## config.mk

```make
export PLATFORM = sky130hd
export DESIGN_NAME = dm_arbiter_flat
export DESIGN_NICKNAME = d
export VERILOG_FILES = /design/src/rtl/dm_arb_pkg.sv /design/src/rtl/dm_arbiter_if.sv /design/src/rtl/dm_lane.sv /design/src/rtl/dm_arbiter.sv /design/src/flat_wrapper.sv
export SDC_FILE = /design/constraint.sdc
export NUM_CORES = 1
export LEC_CHECK = 0
export CAP_MARGIN = 20
export CORE_UTILIZATION = 44
export CTS_BUF_LIST = sky130_fd_sc_hd__clkbuf_4
export CTS_CLUSTER_DIAMETER = 100
export CTS_CLUSTER_SIZE = 8
export DETAILED_ROUTE_END_ITERATION = 10
export PLACE_DENSITY_LB_ADDON = 0.25
export SLEW_MARGIN = 20
export SYNTH_ARGS = -nofsm -noshare
export SYNTH_HDL_FRONTEND = slang
export SYNTH_SLANG_ARGS = --single-unit
```

## constraint.sdc

```tcl
create_clock -name clk -period 6.3 [get_ports clk]
set_input_delay 1.89 -clock clk [delete_from_list [all_inputs] [get_ports clk]]
set_output_delay 1.89 -clock clk [all_outputs]
set_load 0.05 [all_outputs]
```

## src/rtl/dm_arb_pkg.sv

```systemverilog
// Shared types and encodings for the two-port data-memory arbiter.
package dm_arb_pkg;

    typedef enum logic [1:0] {
        S_IDLE = 2'b00,
        S_ACC  = 2'b01,
        S_RESP = 2'b10
    } state_t;

    localparam logic [1:0] SZ_BYTE = 2'b00;
    localparam logic [1:0] SZ_HALF = 2'b01;
    localparam logic [1:0] SZ_WORD = 2'b10;
    localparam logic [1:0] SZ_ILL  = 2'b11;

    localparam logic [3:0] BE_NONE    = 4'b0000;
    localparam logic [3:0] BE_BYTE    = 4'b0001;
    localparam logic [3:0] BE_HALF_LO = 4'b0011;
    localparam logic [3:0] BE_HALF_HI = 4'b1100;
    localparam logic [3:0] BE_WORD    = 4'b1111;

endpackage

```

## src/rtl/dm_arbiter_if.sv

```systemverilog
// Requester handshake and data-memory bus bundle for dm_arbiter.
interface dm_arbiter_if;

    logic        req0, req1;
    logic        we0, we1;
    logic [31:0] addr0, addr1;
    logic [31:0] wdata0, wdata1;
    logic [1:0]  size0, size1;
    logic        sext0, sext1;
    logic        gnt0, gnt1;
    logic        rvalid0, rvalid1;
    logic [31:0] rdata0, rdata1;
    logic        err0, err1;
    logic [31:0] dm_a;
    logic [31:0] dm_wd;
    logic [3:0]  dm_be;
    logic        dm_mwrite;
    logic [31:0] dm_mrd;

    modport slave (
        input  req0, req1, we0, we1, addr0, addr1, wdata0, wdata1,
               size0, size1, sext0, sext1, dm_mrd,
        output gnt0, gnt1, rvalid0, rvalid1, rdata0, rdata1, err0, err1,
               dm_a, dm_wd, dm_be, dm_mwrite
    );

    modport master (
        output req0, req1, we0, we1, addr0, addr1, wdata0, wdata1,
               size0, size1, sext0, sext1, dm_mrd,
        input  gnt0, gnt1, rvalid0, rvalid1, rdata0, rdata1, err0, err1,
               dm_a, dm_wd, dm_be, dm_mwrite
    );

endinterface

```

## src/rtl/dm_lane.sv

```systemverilog
// Byte-lane steering: byte enables, write-data replication, alignment and load extraction.
module dm_lane
    import dm_arb_pkg::*;
(
    input  logic [1:0]  size,
    input  logic [1:0]  addr_lo,
    input  logic [31:0] wdata,
    input  logic [31:0] mrd,
    input  logic        sext,
    output logic [3:0]  be,
    output logic [31:0] wd,
    output logic        aligned,
    output logic [31:0] ld_data
);

    logic [15:0] half_sel;
    logic [7:0]  byte_sel;

    always_comb begin
        be       = BE_NONE;
        wd       = wdata;
        aligned  = 1'b0;
        ld_data  = '0;
        half_sel = addr_lo[1] ? mrd[31:16] : mrd[15:0];
        byte_sel = mrd[7:0];
        case (addr_lo)
            2'b01:   byte_sel = mrd[15:8];
            2'b10:   byte_sel = mrd[23:16];
            2'b11:   byte_sel = mrd[31:24];
            default: byte_sel = mrd[7:0];
        endcase

        case (size)
            SZ_WORD: begin
                be      = BE_WORD;
                wd      = wdata;
                aligned = (addr_lo == 2'b00);
                ld_data = mrd;
            end
            SZ_HALF: begin
                be      = addr_lo[1] ? BE_HALF_HI : BE_HALF_LO;
                wd      = {2{wdata[15:0]}};
                aligned = ~addr_lo[0];
                ld_data = {{16{sext & half_sel[15]}}, half_sel};
            end
            SZ_BYTE: begin
                be      = BE_BYTE << addr_lo;
                wd      = {4{wdata[7:0]}};
                aligned = 1'b1;
                ld_data = {{24{sext & byte_sel[7]}}, byte_sel};
            end
            default: begin
                // size 11 is never legal; aligned stays 0 so it reports err
                be      = BE_NONE;
                aligned = 1'b0;
            end
        endcase
    end

endmodule

```

## src/rtl/dm_arbiter.sv

```systemverilog
// Round-robin arbiter giving two requesters single-cycle access to one data memory.
//  state  | meaning
//  S_IDLE | waiting for a request; grant pulses combinationally here
//  S_ACC  | latched access driven onto dm_*; load data captured at the edge
//  S_RESP | rvalid/err pulse to the served requester
module dm_arbiter
    import dm_arb_pkg::*;
(
    input  logic          clk,
    input  logic          reset,
    dm_arbiter_if.slave   bus
);

    state_t      state, state_nxt;
    logic        last_sel;
    logic        sel_q;
    logic        we_q;
    logic [31:0] addr_q;
    logic [31:0] wdata_q;
    logic [1:0]  size_q;
    logic        sext_q;
    logic        err_q;
    logic [31:0] rdata0_q, rdata1_q;

    logic        any_req;
    logic        win;
    logic        gnt0_c, gnt1_c, rvalid0_c, rvalid1_c, err0_c, err1_c;
    logic [31:0] dm_a_c, dm_wd_c;
    logic [3:0]  dm_be_c;
    logic        dm_mwrite_c;

    logic [3:0]  lane_be;
    logic [31:0] lane_wd;
    logic        lane_aligned;
    logic [31:0] lane_ld;

    dm_lane u_lane (
        .size    (size_q),
        .addr_lo (addr_q[1:0]),
        .wdata   (wdata_q),
        .mrd     (bus.dm_mrd),
        .sext    (sext_q),
        .be      (lane_be),
        .wd      (lane_wd),
        .aligned (lane_aligned),
        .ld_data (lane_ld)
    );

    assign any_req = bus.req0 | bus.req1;
    // on a tie, serve whoever was not served last; otherwise the lone requester
    assign win     = (bus.req0 & bus.req1) ? ~last_sel : bus.req1;

    always_comb begin
        state_nxt   = state;
        gnt0_c      = 1'b0;
        gnt1_c      = 1'b0;
        rvalid0_c   = 1'b0;
        rvalid1_c   = 1'b0;
        err0_c      = 1'b0;
        err1_c      = 1'b0;
        dm_a_c      = '0;
        dm_wd_c     = '0;
        dm_be_c     = BE_NONE;
        dm_mwrite_c = 1'b0;
        case (state)
            S_IDLE: begin
                if (any_req) begin
                    state_nxt = S_ACC;
                    gnt0_c    = ~win;
                    gnt1_c    = win;
                end
            end
            S_ACC: begin
                state_nxt   = S_RESP;
                dm_a_c      = {addr_q[31:2], 2'b00};
                dm_wd_c     = lane_wd;
                dm_be_c     = lane_aligned ? lane_be : BE_NONE;
                dm_mwrite_c = we_q & lane_aligned;
            end
            S_RESP: begin
                state_nxt = S_IDLE;
                rvalid0_c = ~sel_q;
                rvalid1_c = sel_q;
                err0_c    = ~sel_q & err_q;
                err1_c    = sel_q & err_q;
            end
            default: state_nxt = S_IDLE;
        endcase
    end

    always_ff @(posedge clk or posedge reset) begin
        if (reset) begin
            state    <= S_IDLE;
            last_sel <= 1'b1;
            sel_q    <= 1'b0;
            we_q     <= 1'b0;
            addr_q   <= '0;
            wdata_q  <= '0;
            size_q   <= SZ_BYTE;
            sext_q   <= 1'b0;
            err_q    <= 1'b0;
            rdata0_q <= '0;
            rdata1_q <= '0;
        end else begin
            state <= state_nxt;
            if (state == S_IDLE && any_req) begin
                sel_q    <= win;
                last_sel <= win;
                we_q     <= win ? bus.we1    : bus.we0;
                addr_q   <= win ? bus.addr1  : bus.addr0;
                wdata_q  <= win ? bus.wdata1 : bus.wdata0;
                size_q   <= win ? bus.size1  : bus.size0;
                sext_q   <= win ? bus.sext1  : bus.sext0;
            end
            if (state == S_ACC) begin
                err_q <= ~lane_aligned;
                // stores leave rdata untouched; faulted accesses return zero
                if (!lane_aligned) begin
                    if (sel_q) rdata1_q <= '0;
                    else       rdata0_q <= '0;
                end else if (!we_q) begin
                    if (sel_q) rdata1_q <= lane_ld;
                    else       rdata0_q <= lane_ld;
                end
            end
        end
    end

    assign bus.gnt0      = gnt0_c;
    assign bus.gnt1      = gnt1_c;
    assign bus.rvalid0   = rvalid0_c;
    assign bus.rvalid1   = rvalid1_c;
    assign bus.err0      = err0_c;
    assign bus.err1      = err1_c;
    assign bus.rdata0    = rdata0_q;
    assign bus.rdata1    = rdata1_q;
    assign bus.dm_a      = dm_a_c;
    assign bus.dm_wd     = dm_wd_c;
    assign bus.dm_be     = dm_be_c;
    assign bus.dm_mwrite = dm_mwrite_c;

endmodule

```

## src/flat_wrapper.sv

```systemverilog
// flat-port wrapper written by rule: the top's interface ports become plain ports
module dm_arbiter_flat import dm_arb_pkg::*;
  (clk, reset, bus_req0, bus_req1, bus_we0, bus_we1, bus_addr0, bus_addr1, bus_wdata0, bus_wdata1, bus_size0, bus_size1, bus_sext0, bus_sext1, bus_dm_mrd, bus_gnt0, bus_gnt1, bus_rvalid0, bus_rvalid1, bus_rdata0, bus_rdata1, bus_err0, bus_err1, bus_dm_a, bus_dm_wd, bus_dm_be, bus_dm_mwrite);
  dm_arbiter_if bus_i ();
  input  logic clk;
  input  logic reset;
  input wire logic [$bits(bus_i.req0)-1:0] bus_req0;
  input wire logic [$bits(bus_i.req1)-1:0] bus_req1;
  input wire logic [$bits(bus_i.we0)-1:0] bus_we0;
  input wire logic [$bits(bus_i.we1)-1:0] bus_we1;
  input wire logic [$bits(bus_i.addr0)-1:0] bus_addr0;
  input wire logic [$bits(bus_i.addr1)-1:0] bus_addr1;
  input wire logic [$bits(bus_i.wdata0)-1:0] bus_wdata0;
  input wire logic [$bits(bus_i.wdata1)-1:0] bus_wdata1;
  input wire logic [$bits(bus_i.size0)-1:0] bus_size0;
  input wire logic [$bits(bus_i.size1)-1:0] bus_size1;
  input wire logic [$bits(bus_i.sext0)-1:0] bus_sext0;
  input wire logic [$bits(bus_i.sext1)-1:0] bus_sext1;
  input wire logic [$bits(bus_i.dm_mrd)-1:0] bus_dm_mrd;
  output wire logic [$bits(bus_i.gnt0)-1:0] bus_gnt0;
  output wire logic [$bits(bus_i.gnt1)-1:0] bus_gnt1;
  output wire logic [$bits(bus_i.rvalid0)-1:0] bus_rvalid0;
  output wire logic [$bits(bus_i.rvalid1)-1:0] bus_rvalid1;
  output wire logic [$bits(bus_i.rdata0)-1:0] bus_rdata0;
  output wire logic [$bits(bus_i.rdata1)-1:0] bus_rdata1;
  output wire logic [$bits(bus_i.err0)-1:0] bus_err0;
  output wire logic [$bits(bus_i.err1)-1:0] bus_err1;
  output wire logic [$bits(bus_i.dm_a)-1:0] bus_dm_a;
  output wire logic [$bits(bus_i.dm_wd)-1:0] bus_dm_wd;
  output wire logic [$bits(bus_i.dm_be)-1:0] bus_dm_be;
  output wire logic [$bits(bus_i.dm_mwrite)-1:0] bus_dm_mwrite;
  assign bus_i.req0 = bus_req0;
  assign bus_i.req1 = bus_req1;
  assign bus_i.we0 = bus_we0;
  assign bus_i.we1 = bus_we1;
  assign bus_i.addr0 = bus_addr0;
  assign bus_i.addr1 = bus_addr1;
  assign bus_i.wdata0 = bus_wdata0;
  assign bus_i.wdata1 = bus_wdata1;
  assign bus_i.size0 = bus_size0;
  assign bus_i.size1 = bus_size1;
  assign bus_i.sext0 = bus_sext0;
  assign bus_i.sext1 = bus_sext1;
  assign bus_i.dm_mrd = bus_dm_mrd;
  assign bus_gnt0 = bus_i.gnt0;
  assign bus_gnt1 = bus_i.gnt1;
  assign bus_rvalid0 = bus_i.rvalid0;
  assign bus_rvalid1 = bus_i.rvalid1;
  assign bus_rdata0 = bus_i.rdata0;
  assign bus_rdata1 = bus_i.rdata1;
  assign bus_err0 = bus_i.err0;
  assign bus_err1 = bus_i.err1;
  assign bus_dm_a = bus_i.dm_a;
  assign bus_dm_wd = bus_i.dm_wd;
  assign bus_dm_be = bus_i.dm_be;
  assign bus_dm_mwrite = bus_i.dm_mwrite;
  dm_arbiter u_core (.clk(clk), .reset(reset), .bus(bus_i));
endmodule
```

### After elaboration in Yosys (flattened, before gate mapping)

Index checks and enable logic that the tools add are counted.

* register bits: 137
* input bits: 172
* output and inout bits: 139
* logic and storage cells: 79

* equal/unequal tests: 11
* shift operators: 1
* muxes and demuxes: 36
* bitwise gates (word level): 12
* reduce and logical (&&, ||, !) cells: 8

Operators by type and width (count)
* $mux 32: 12
* $pmux 32 s3: 1
* $pmux 32 s2: 1
* $pmux 8 s3: 1
* $mux 16: 1
* $mux 1: 12
* $mux 4: 3
* $pmux 4 s3: 1
* $eq 2x2->1 const B: 4
* $reduce_and 4->1: 2
* $and 1x1->1: 6
* $eq 2x1->1 const B: 3
* $logic_not 2->1: 3
* $ne 2x2->1 const B: 3
* $not 1->1: 5
* $mux 2: 2
* $pmux 2 s2: 1
* $reduce_bool 2->1: 2
* $shl 1x2->4 const A: 1
* $pmux 1 s3: 1
* $ne 2x1->1 const B: 1
* $logic_and 1x1->1: 1
* $or 1x1->1: 1

### Logic depth before layout (Yosys ltp)

Gate-level depths: netlist of run 1.

* depth after elaboration: 7
* depth in mapped cells: 7
* mapped depth without buffers: 5

### Cells and area by module

Synthesis of run 1 repeated with hierarchy kept, for this count alone.

* cells, all modules: 722
* area, all modules: 7657.3 um^2

Modules (own cells, without submodules)
* dm_arbiter: instances 1, cells an instance 535, area each 6339.8 um^2, seq. area each 3429.5 um^2
* dm_lane: instances 1, cells an instance 187, area each 1317.5 um^2, seq. area each 0.0 um^2

### Worst setup path before layout of run 1

No wires, ideal clock.

* path type: flip-flop to output port
* start point: register u_core.size_q[0]
* end point: output port bus_dm_be[0]
* data arrival time: 3.341 ns
* required time: 4.410 ns
* slack: 1.069 ns
* stages on the path, launching flop included: 4
* path buffers: 2
* cell sequence: dfrtp_1 -> buf_2 -> buf_2 -> a2111oi_0

* word-level cells in the longest chain between the ends: 4
* elaborated cells on any way between the ends: 7
* classes of those cells: eq/ne: 2; mux: 4; reduce/logical: 1

Ends and longest elaborated chain
* start, declared: line dm_arbiter.sv:20 `logic [1:0] size_q;`
* start signal, assigned: line dm_arbiter.sv:112 `size_q <= win ? bus.size1 : bus.size0;`
* $eq 2x1->1 (tied with other cells): line dm_lane.sv:33 `case (size)`
* $pmux 4 s3 / $pmux 1 s3 (equally long branches): line dm_lane.sv:33
* $mux 4 *: line dm_arbiter.sv:77 `dm_be_c = lane_aligned ? lane_be : BE_NONE;`
* $mux 4 *: line dm_arbiter.sv:65 `case (state)`
* end, declared: line flat_wrapper.sv:30 `output wire logic [$bits(bus_i.dm_be)-1:0] bus_dm_be;`

Every way passes the cells marked *; elsewhere a longest branch is shown, timed or not.

### Worst setup path after layout of run 1

* start point: input port bus_req1
* end point: output port bus_gnt0

* word-level cells in the longest chain between the ends: 5
* elaborated cells on any way between the ends: 6
* classes of those cells: mux: 3; bitwise: 3

Ends and longest elaborated chain
* start, declared: line flat_wrapper.sv:8 `input wire logic [$bits(bus_i.req1)-1:0] bus_req1;`
* $and 1x1->1: line dm_arbiter.sv:51 `assign win = (bus.req0 & bus.req1) ? ~last_sel : bus.req1;`
* $mux 1: line dm_arbiter.sv:51
* $not 1->1: line dm_arbiter.sv:69 `gnt0_c = ~win;`
* $mux 1 *: line dm_arbiter.sv:67 `if (any_req) begin`
* $mux 1 *: line dm_arbiter.sv:65
* end, declared: line flat_wrapper.sv:20 `output wire logic [$bits(bus_i.gnt0)-1:0] bus_gnt0;`

Marks and branches as above.

==> qor.txt, run 1 <==
Worst R2R Path Depth = 5
Final Hold Vio Count = 0
Worst Path Max Fanout = 7
Number of nets still failing antenna checks after routing = 0
Worst stage delay on the critical path = 510 ps
Total Power Consumption = 5815 uW
Sequential share of the synthesized area = 0.4684
Fin Setup TNS = 0 ps
Portion of the clock cycle consumed by the worst path in the final layout = 0.8372
Area of all placed cells without fillers = 10820 sq um
Area added between synthesis and finish = 47.71%
Number of H-tree levels = 4
CP Cell Sequence = clkdlybuf4s50_1 > a21boi_4 > nor2_1 > buf_4
Global-route total usage across every layer = 0.2633
Rows = 46
Netlist area before placement = 7322 sq um
Drc violations = 0
Die height = 131 um
DRT iter0 DRCs = 333
Placeable Area = 16060 sq um
Number of pins with negative max-slew slack in the final report = 0
CTS clk-pin slew, worst paths = 130 ps
EDFF count, synth = 0
Mean cell area of the mapped netlist = 10.17 sq um
Run status = finished, final reports clean
Pleak = 0.004655 uW
Number of endpoints failing setup at the final stage = 0
Fill cell instance count of the final layout = 1292
Total number of vias = 6389
Final cell utilization of the core = 0.6735
Number of I/O pins = 311
Reg-to-reg setup timing slack = 3740 ps
Global-route wire length before repair = 33530 um
Worst path required time = 4410 ps
Floorplan die area = 17160 sq um
Number of clock sinks = 137
Cell at the root of the clock tree = sky130_fd_sc_hd__clkbuf_4
Instance count of the mapped netlist = 720
Number of nets in the final layout = 1170
Layout Skew = 15.12 ps
Maximum number of pins on one net before global-route repair = 133
Worst path slowest cell = sky130_fd_sc_hd__nor2_1
Flops & latches, synth = 137
Number of cells on the worst hold path = 2
Most area-hungry cell type in the Yosys netlist = sky130_fd_sc_hd__dfrtp_1
Total routed wirelength = 22200 um
Power density normalized to cell area = 537.6 nW/um^2
Yosys top cell area share = 0.4648
IO buf count = 308
Via count of the first global-routing pass = 6251
Worst min-delay path category = flip-flop to flip-flop
Initial Utilization = 0.4560
Crit start category = input pin
Last weighted congestion value of the routability-driven placer = 0.8093
Maxcap violations = 0
Worst Tran Pin Value = 1064 ps
Setup repair after global routing missed its margin = false
Die width = 131 um
Endpoint of the most critical register-to-register path = u_core.bus.rdata0[2]
Resized Gates After CTS = 0
Overflow after GRT = 0
Worst Path Arrival = 3380 ps
Hold Startpoint = u_core.addr_q[10]
Clock period minus worst slack = 5274 ps
Syn. warnings = 0
Hold-fix buffer count after cts = 0
Dpl hpwl = 16660 um
Max VDD drop = 0.0005087 V
Flip-flop cell with the highest count after synthesis = sky130_fd_sc_hd__dfrtp_1
Deepest clock path buffer count = 2
Maximum achievable frequency = 0.1896 GHz
Max transition margin = 0.2877
Critical path capture point type = output port
Most area-consuming cells after synthesis = sky130_fd_sc_hd__dfrtp_1, sky130_fd_sc_hd__mux2i_1, sky130_fd_sc_hd__nand2_1
Router iterations before antenna repair = 5
Post-CTS setup buffer count = 0
Dpl cell area = 10490 sq um
Wire length per cell after detailed routing = 18.08 um
Unique masters post-synth = 52
Via-to-Cell Ratio = 5.203
Critical register-to-register path startpoint = u_core.addr_q[0]
CTS buffer count = 17
Startpoint-to-endpoint class of the critical path = input pin to output port
Fraction of layout cells with a size suffix above 1 = 0.08704
Clock Latency Late Sink = 560 ps
Initial antenna violation count = 0
Hold Crit Endpoint = u_core.addr_q[10]
Clock tree from TritonCTS = yes
Share of async-settable or async-resettable flops after synthesis = 1.000
Yosys cell counts, drive strengths merged (5+ instances only):
library cell and instances:
o21ai 83, o21a 7, and2 41, a2bb2oi 7
dfrtp 136, a221oi 8, inv 18, clkbuf 25
nor2 34, mux2 9, a21oi 19, mux2i 100
buf 35, nand3 8, nand2 96, and3 5
a22o 32, o2bb2ai 18, a221o 6
kinds of logic (layout without fill, tap and decap cells):
kind of cell | Yosys count | count (layout) | share of synthesized area
AOI/OAI and AO/OA | 189 | 189 | 0.1887
other | 1 | 3 | 0.0005122
muxes | 110 | 110 | 0.1553
DFF | 137 | 137 | 0.4684
and+or+nand+nor | 204 | 204 | 0.1359
buffers and inverters | 78 | 368 | 0.05007
xor gates and xnor gates | 1 | 1 | 0.001196
registers in the layout, indices dropped and copies added, names as in the netlist:
signal	flops
u_core.we_q	1
u_core.last_sel	1
u_core.err_q	1
u_core.sext_q	1
u_core.state	2
u_core.bus.rdata1	32
u_core.size_q	2
u_core.addr_q	32
u_core.sel_q	1
u_core.bus.rdata0	32
u_core.wdata_q	32
per-layer routing:
metal	part of all wire	GRT usage	wire length (um)	vias to the layer above
met5	0	0	0	-
li1	-	-	-	3105
met3	0.072	0.07044	1601	32
met4	0.019	0.08925	416	0
met1	0.39	0.3158	8702	3024
met2	0.52	0.4563	11480	228
critical path: cells and delay by family:
family / cells / cell delay [ps]
and+or+nand+nor: 1 / 510
buffers and inverters: 2 / 800
AOI/OAI and AO/OA: 1 / 180
final cells by class:
cell class	count	area [sq um]	share of cell area
Antenna cell	1	2.502	0.0002314
Clock buffer	17	127.6	0.01180
Clock inverter	15	191.4	0.01770
Inverter	18	72.57	0.006710
Multi-Input combinational cell	506	3551	0.3283
Sequential cell	137	3431	0.3172
Tap cell	216	270.3	0.02499
Timing Repair Buffer	318	3169	0.2930
placed cells by master, fill, tap and decap left out, drive strengths merged, types with 9 or more instances in the layout:
cell type,count
nor2,34
nand2,96
mux2i,100
dfrtp,136
a22o,32
buf,12
o2bb2ai,18
clkdlybuf4s50,306
a21oi,19
o21ai,83
and2,41
mux2,9
inv,24
clkbuf,17
where the power goes:
group | switching [uW] | internal (uW)
registers | 313 | 1270
clock network | 357 | 283
logic | 2310 | 1290
total | 2980 | 2840
worst max path at each step:
stage | start | to | slack (ps)
6_report | bus_req1 | bus_gnt0 | 1030
5_1_grt | bus_req0 | bus_gnt0 | 950
4_1_cts | bus_req1 | bus_gnt0 | 1020
3_5_place_dp | bus_req1 | bus_gnt0 | 1030
3_3_place_gp | bus_req1 | bus_gnt0 | 1030
2_1_floorplan | reset | u_core.addr_q[0] | 740
stage by stage:
step / std cells / setup slack, ps / hold WS, ps
global route: 1227 / 950.0 / 513.9
detailed placement: 1195 / 1027 / 462.0
global placement: 1195 / 1033 / 452.2
CTS: 1227 / 1021 / 491.5
floorplan: 721 / 743.8 / 441.8
finish: 1228 / 1026 / 485.5
No activity file was read; power rests on OpenSTA's default activity.
==> inputs of run 2 (changes only) <==
Settings changed: CORE_UTILIZATION 44 to 40.
Clock period 6.3 ns to 4.49 ns, I/O delays scaled along.
==> qor.txt, run 2 (synthesis results as in run 1) <==
Via count of the first global-routing pass = 6317
Number of pins with negative max-slew slack in the final report = 0
Commonest non-fill, non-tap cell in the layout = sky130_fd_sc_hd__clkdlybuf4s50_1
Global-route total usage across every layer = 0.2478
Maxcap violations = 0
Global-route wire length before repair = 34790 um
Worst Path Max Fanout = 47
Total number of vias = 6468
Floorplan die area = 18850 sq um
Die height = 137.3 um
Setup repair after global routing missed its margin = false
Area of all placed cells without fillers = 10890 sq um
Fraction of layout cells with a size suffix above 1 = 0.1369
CTS clk-pin slew, worst paths = 120 ps
Router iterations before antenna repair = 5
Dpl hpwl = 16950 um
Sequential share of power = 0.277
Clk network pwr share = 0.105
Number of nets still failing antenna checks after routing = 0
Logic pwr share = 0.619
Startpoint-to-endpoint class of the critical path = flip-flop to output port
Worst Path Arrival = 2880 ps
Number of nets in the final layout = 1175
Area added between synthesis and finish = 48.73%
Dpl cell area = 10570 sq um
Power density normalized to cell area = 754.6 nW/um^2
Resized Gates After CTS = 0
Worst Tran Pin Value = 1092 ps
Post-CTS setup buffer count = 0
Switching share of power = 0.5100
Wire length per cell after detailed routing = 18.42 um
Die width = 137.3 um
Portion of the clock cycle consumed by the worst path in the final layout = 0.9418
Total Power Consumption = 8218 uW
Initial Utilization = 0.4076
Layout Skew = 26.21 ps
Worst path required time = 3140 ps
Final cell count without fillers = 1246
Initial antenna violation count = 1
Crit start category = flip-flop
Number of H-tree levels = 4
Placeable Area = 17960 sq um
Via-to-Cell Ratio = 5.191
Max transition margin = 0.2690
Clock Latency Late Sink = 550 ps
Clock period minus worst slack = 4229 ps
IO buf count = 308
P_int = 4027 uW
Number of clock sinks = 137
Deepest clock path buffer count = 2
Maximum achievable frequency = 0.2365 GHz
P_sw = 4191 uW
Pleak = 0.004807 uW
Overflow after GRT = 0
Placed Cells = 1212
Worst min-delay path category = flip-flop to flip-flop
Hold-fix buffer count after cts = 0
Fin Setup TNS = 0 ps
CTS buffer count = 17
Cell at the root of the clock tree = sky130_fd_sc_hd__clkbuf_4
DRT iter0 DRCs = 461
Min Hold Slack = 480.0 ps
Run status = finished, final reports clean
Number of I/O pins = 311
Rows = 49
Most frequent cells in the layout = sky130_fd_sc_hd__clkdlybuf4s50_1, sky130_fd_sc_hd__dfrtp_1, sky130_fd_sc_hd__mux2i_1, sky130_fd_sc_hd__nand2_1, sky130_fd_sc_hd__o21ai_0
Total routed wirelength = 22950 um
Max VDD drop = 0.0008011 V
Final Hold Vio Count = 0
Number of endpoints failing setup at the final stage = 0
Critical path capture point type = output port
Last weighted congestion value of the routability-driven placer = 0.8321
Drc violations = 0
Maximum number of pins on one net before global-route repair = 133
Clock tree from TritonCTS = yes
==> run 2: worst max-delay path, stage by stage, from the launching register on <==
cell and delay [ps]:
sky130_fd_sc_hd__dfrtp_2 1000, sky130_fd_sc_hd__o21ai_0 260, sky130_fd_sc_hd__nor3_1 200, sky130_fd_sc_hd__clkdlybuf4s50_1 850
==> run 2: path summary, 6_finish.rpt <==
path,from,to,slack [ps],cells past startpoint
max,u_core.size_q[1],bus_dm_be[1],260,3
min,u_core.addr_q[28],u_core.addr_q[28],480,2
max reg2reg,u_core.size_q[0],u_core.bus.rdata0[25],1850,6
min reg2reg,u_core.addr_q[28],u_core.addr_q[28],480,2
max in group asynchronous,reset,u_core.last_sel,2770,3
min in group asynchronous,reset,u_core.bus.rdata1[8],1110,2
==> run 2: layer usage <==
layer / GRT usage / up-vias / wire (um)
li1: - / 3107 / -
met1: 0.3004 / 3107 / 9366
met2: 0.4268 / 232 / 11780
met3: 0.07174 / 22 / 1545
met4: 0.06838 / 0 / 257
met5: 0 / - / 0
==> run 2: layout make-up <==
type / instances / area [sq um]
fill: 1548 / 7073
multi-input combinational: 506 / 3555
sequential: 137 / 3431
timing repair buffer: 323 / 3252
tap: 229 / 286.5
clock inverter: 13 / 155.1
clock buffer: 18 / 135.1
inverter: 18 / 71.32
antenna: 2 / 5.005
==> run 2: through the flow <==
step                      utilization  setup WS, ps
after global placement         0.5884         566.2
after CTS                      0.6045         202.5
after floorplan                     -         464.0
final                          0.6063         261.4
after global routing           0.6061         35.44
after detailed placement       0.5884         523.0
==> run 2: power groups by stage <==
stage               combinational (uW)  sequential (uW)  clock, uW
finish                            5080             2270        860
global route                      5440             2350        932
CTS                               5120             2270        880
detailed placement                5110             2300          0
global placement                  5060             2280          0
floorplan                         2900             2810          0
==> inputs of run 3 (changes only) <==
Settings changed: CAP_MARGIN 20 to 10.
==> qor.txt, run 3 (synthesis results as in run 1) <==
Run status = finished, final reports clean
Hold-fix buffer count after cts = 0
Number of endpoints failing setup at the final stage = 0
Maximum number of pins on one net before global-route repair = 133
IO buf count = 308
Final cell utilization of the core = 0.6051
CTS buffer count = 17
Portion of the clock cycle consumed by the worst path in the final layout = 0.9362
Most frequent cells in the layout = sky130_fd_sc_hd__clkdlybuf4s50_1, sky130_fd_sc_hd__dfrtp_1, sky130_fd_sc_hd__mux2i_1, sky130_fd_sc_hd__nand2_1, sky130_fd_sc_hd__o21ai_0
Die width = 137.3 um
Final Hold Vio Count = 0
Commonest non-fill, non-tap cell in the layout = sky130_fd_sc_hd__clkdlybuf4s50_1
Total number of vias = 6448
Global-route wire length before repair = 34790 um
Post-CTS setup buffer count = 0
Setup repair after global routing missed its margin = false
Worst Tran Pin Value = 1092 ps
Worst path slowest cell = sky130_fd_sc_hd__dfrtp_2
Deepest clock path buffer count = 2
Total Power Consumption = 8216 uW
Power density normalized to cell area = 755.8 nW/um^2
Via count of the first global-routing pass = 6317
CP Cell Sequence = o21ai_0 > nor3_1 > clkdlybuf4s50_1
Worst min-delay path category = flip-flop to flip-flop
Worst Path Arrival = 2860 ps
Max VDD drop = 0.0008048 V
CTS clk-pin slew, worst paths = 120 ps
Floorplan die area = 18850 sq um
Placeable Area = 17960 sq um
Clock Latency Late Sink = 550 ps
Worst Path Max Fanout = 47
Max transition margin = 0.2688
Fill cell instance count of the final layout = 1550
Global-route total usage across every layer = 0.2478
Number of I/O pins = 311
Fin Setup TNS = 0 ps
Dpl hpwl = 16950 um
Initial antenna violation count = 1
Router iterations before antenna repair = 4
Cell at the root of the clock tree = sky130_fd_sc_hd__clkbuf_4
Layout Skew = 25.43 ps
Initial Utilization = 0.4076
Total routed wirelength = 22890 um
Startpoint-to-endpoint class of the critical path = flip-flop to output port
Rows = 49
Wire length per cell after detailed routing = 18.39 um
Number of pins with negative max-slew slack in the final report = 0
Maxcap violations = 0
Last weighted congestion value of the routability-driven placer = 0.8321
Drc violations = 0
Via-to-Cell Ratio = 5.179
Worst path required time = 3140 ps
Number of nets in the final layout = 1174
Fraction of layout cells with a size suffix above 1 = 0.1361
Resized Gates After CTS = 0
Pleak = 0.004797 uW
Worst stage delay on the critical path = 990 ps
Number of nets still failing antenna checks after routing = 0
Clock period minus worst slack = 4203 ps
Overflow after GRT = 0
Number of clock sinks = 137
Area added between synthesis and finish = 48.46%
Crit start category = flip-flop
Clock tree from TritonCTS = yes
Number of H-tree levels = 4
Maximum achievable frequency = 0.2379 GHz
Die height = 137.3 um
Critical path capture point type = output port
DRT iter0 DRCs = 456
run 3: cell type report:
type                    instances  area (sq um)  area share
well taps                     229         286.5     0.02636
clock buffers                  18         135.1     0.01243
diodes                          2         5.005   0.0004604
inverters                      18         71.32    0.006561
clock inverters                13         155.1     0.01427
repair buffers                322          3232      0.2973
flip-flops and latches        137          3431      0.3156
multi-input cells             506          3555      0.3270
run 3: stage by stage:
| step | setup slack [ps] | instance area [sq um] | cells | hold slack (ps) |
|---|---|---|---|---|
| floorplan | 464.0 | 7331 | 721 | 441.8 |
| global placement | 566.2 | 10570 | 1212 | 453.3 |
| detailed placement | 523.0 | 10570 | 1212 | 462.0 |
| CTS | 202.5 | 10860 | 1243 | 488.3 |
| global route | 35.44 | 10870 | 1244 | 516.1 |
| finish | 286.6 | 10870 | 1245 | 482.6 |
run 3: metal layers:
layer	wire length [um]	up-vias	global-route usage
li1	-	3112	-
met1	9298	3069	0.3004
met2	11650	244	0.4268
met3	1646	23	0.07174
met4	296	0	0.06838
met5	0	-	0
run 3: critical path, delay by kind of cell, from the launching register on:
kind | cells | cell delay [ps]
AO/OA/AOI/OAI | 1 | 260
buffers and inverters | 1 | 850
AND/OR/NAND/NOR | 1 | 200
flip-flops | 1 | 990
run 3: report_power, final:
part,switching (uW),internal (uW)
Clock,473,385
Sequential,496,1780
Combinational,3220,1860
run 3: worst paths after layout:
kind                                   from                    end  slack, ps  cells past startpoint
min in group asynchronous             reset   u_core.bus.rdata1[8]       1350                      2
max in group asynchronous             reset        u_core.last_sel       2330                      3
setup reg to reg           u_core.size_q[0]  u_core.bus.rdata0[25]       1850                      6
hold / removal             u_core.addr_q[5]       u_core.addr_q[5]        480                      2
hold reg to reg            u_core.addr_q[5]       u_core.addr_q[5]        480                      2
setup / recovery           u_core.size_q[1]           bus_dm_be[1]        290                      3
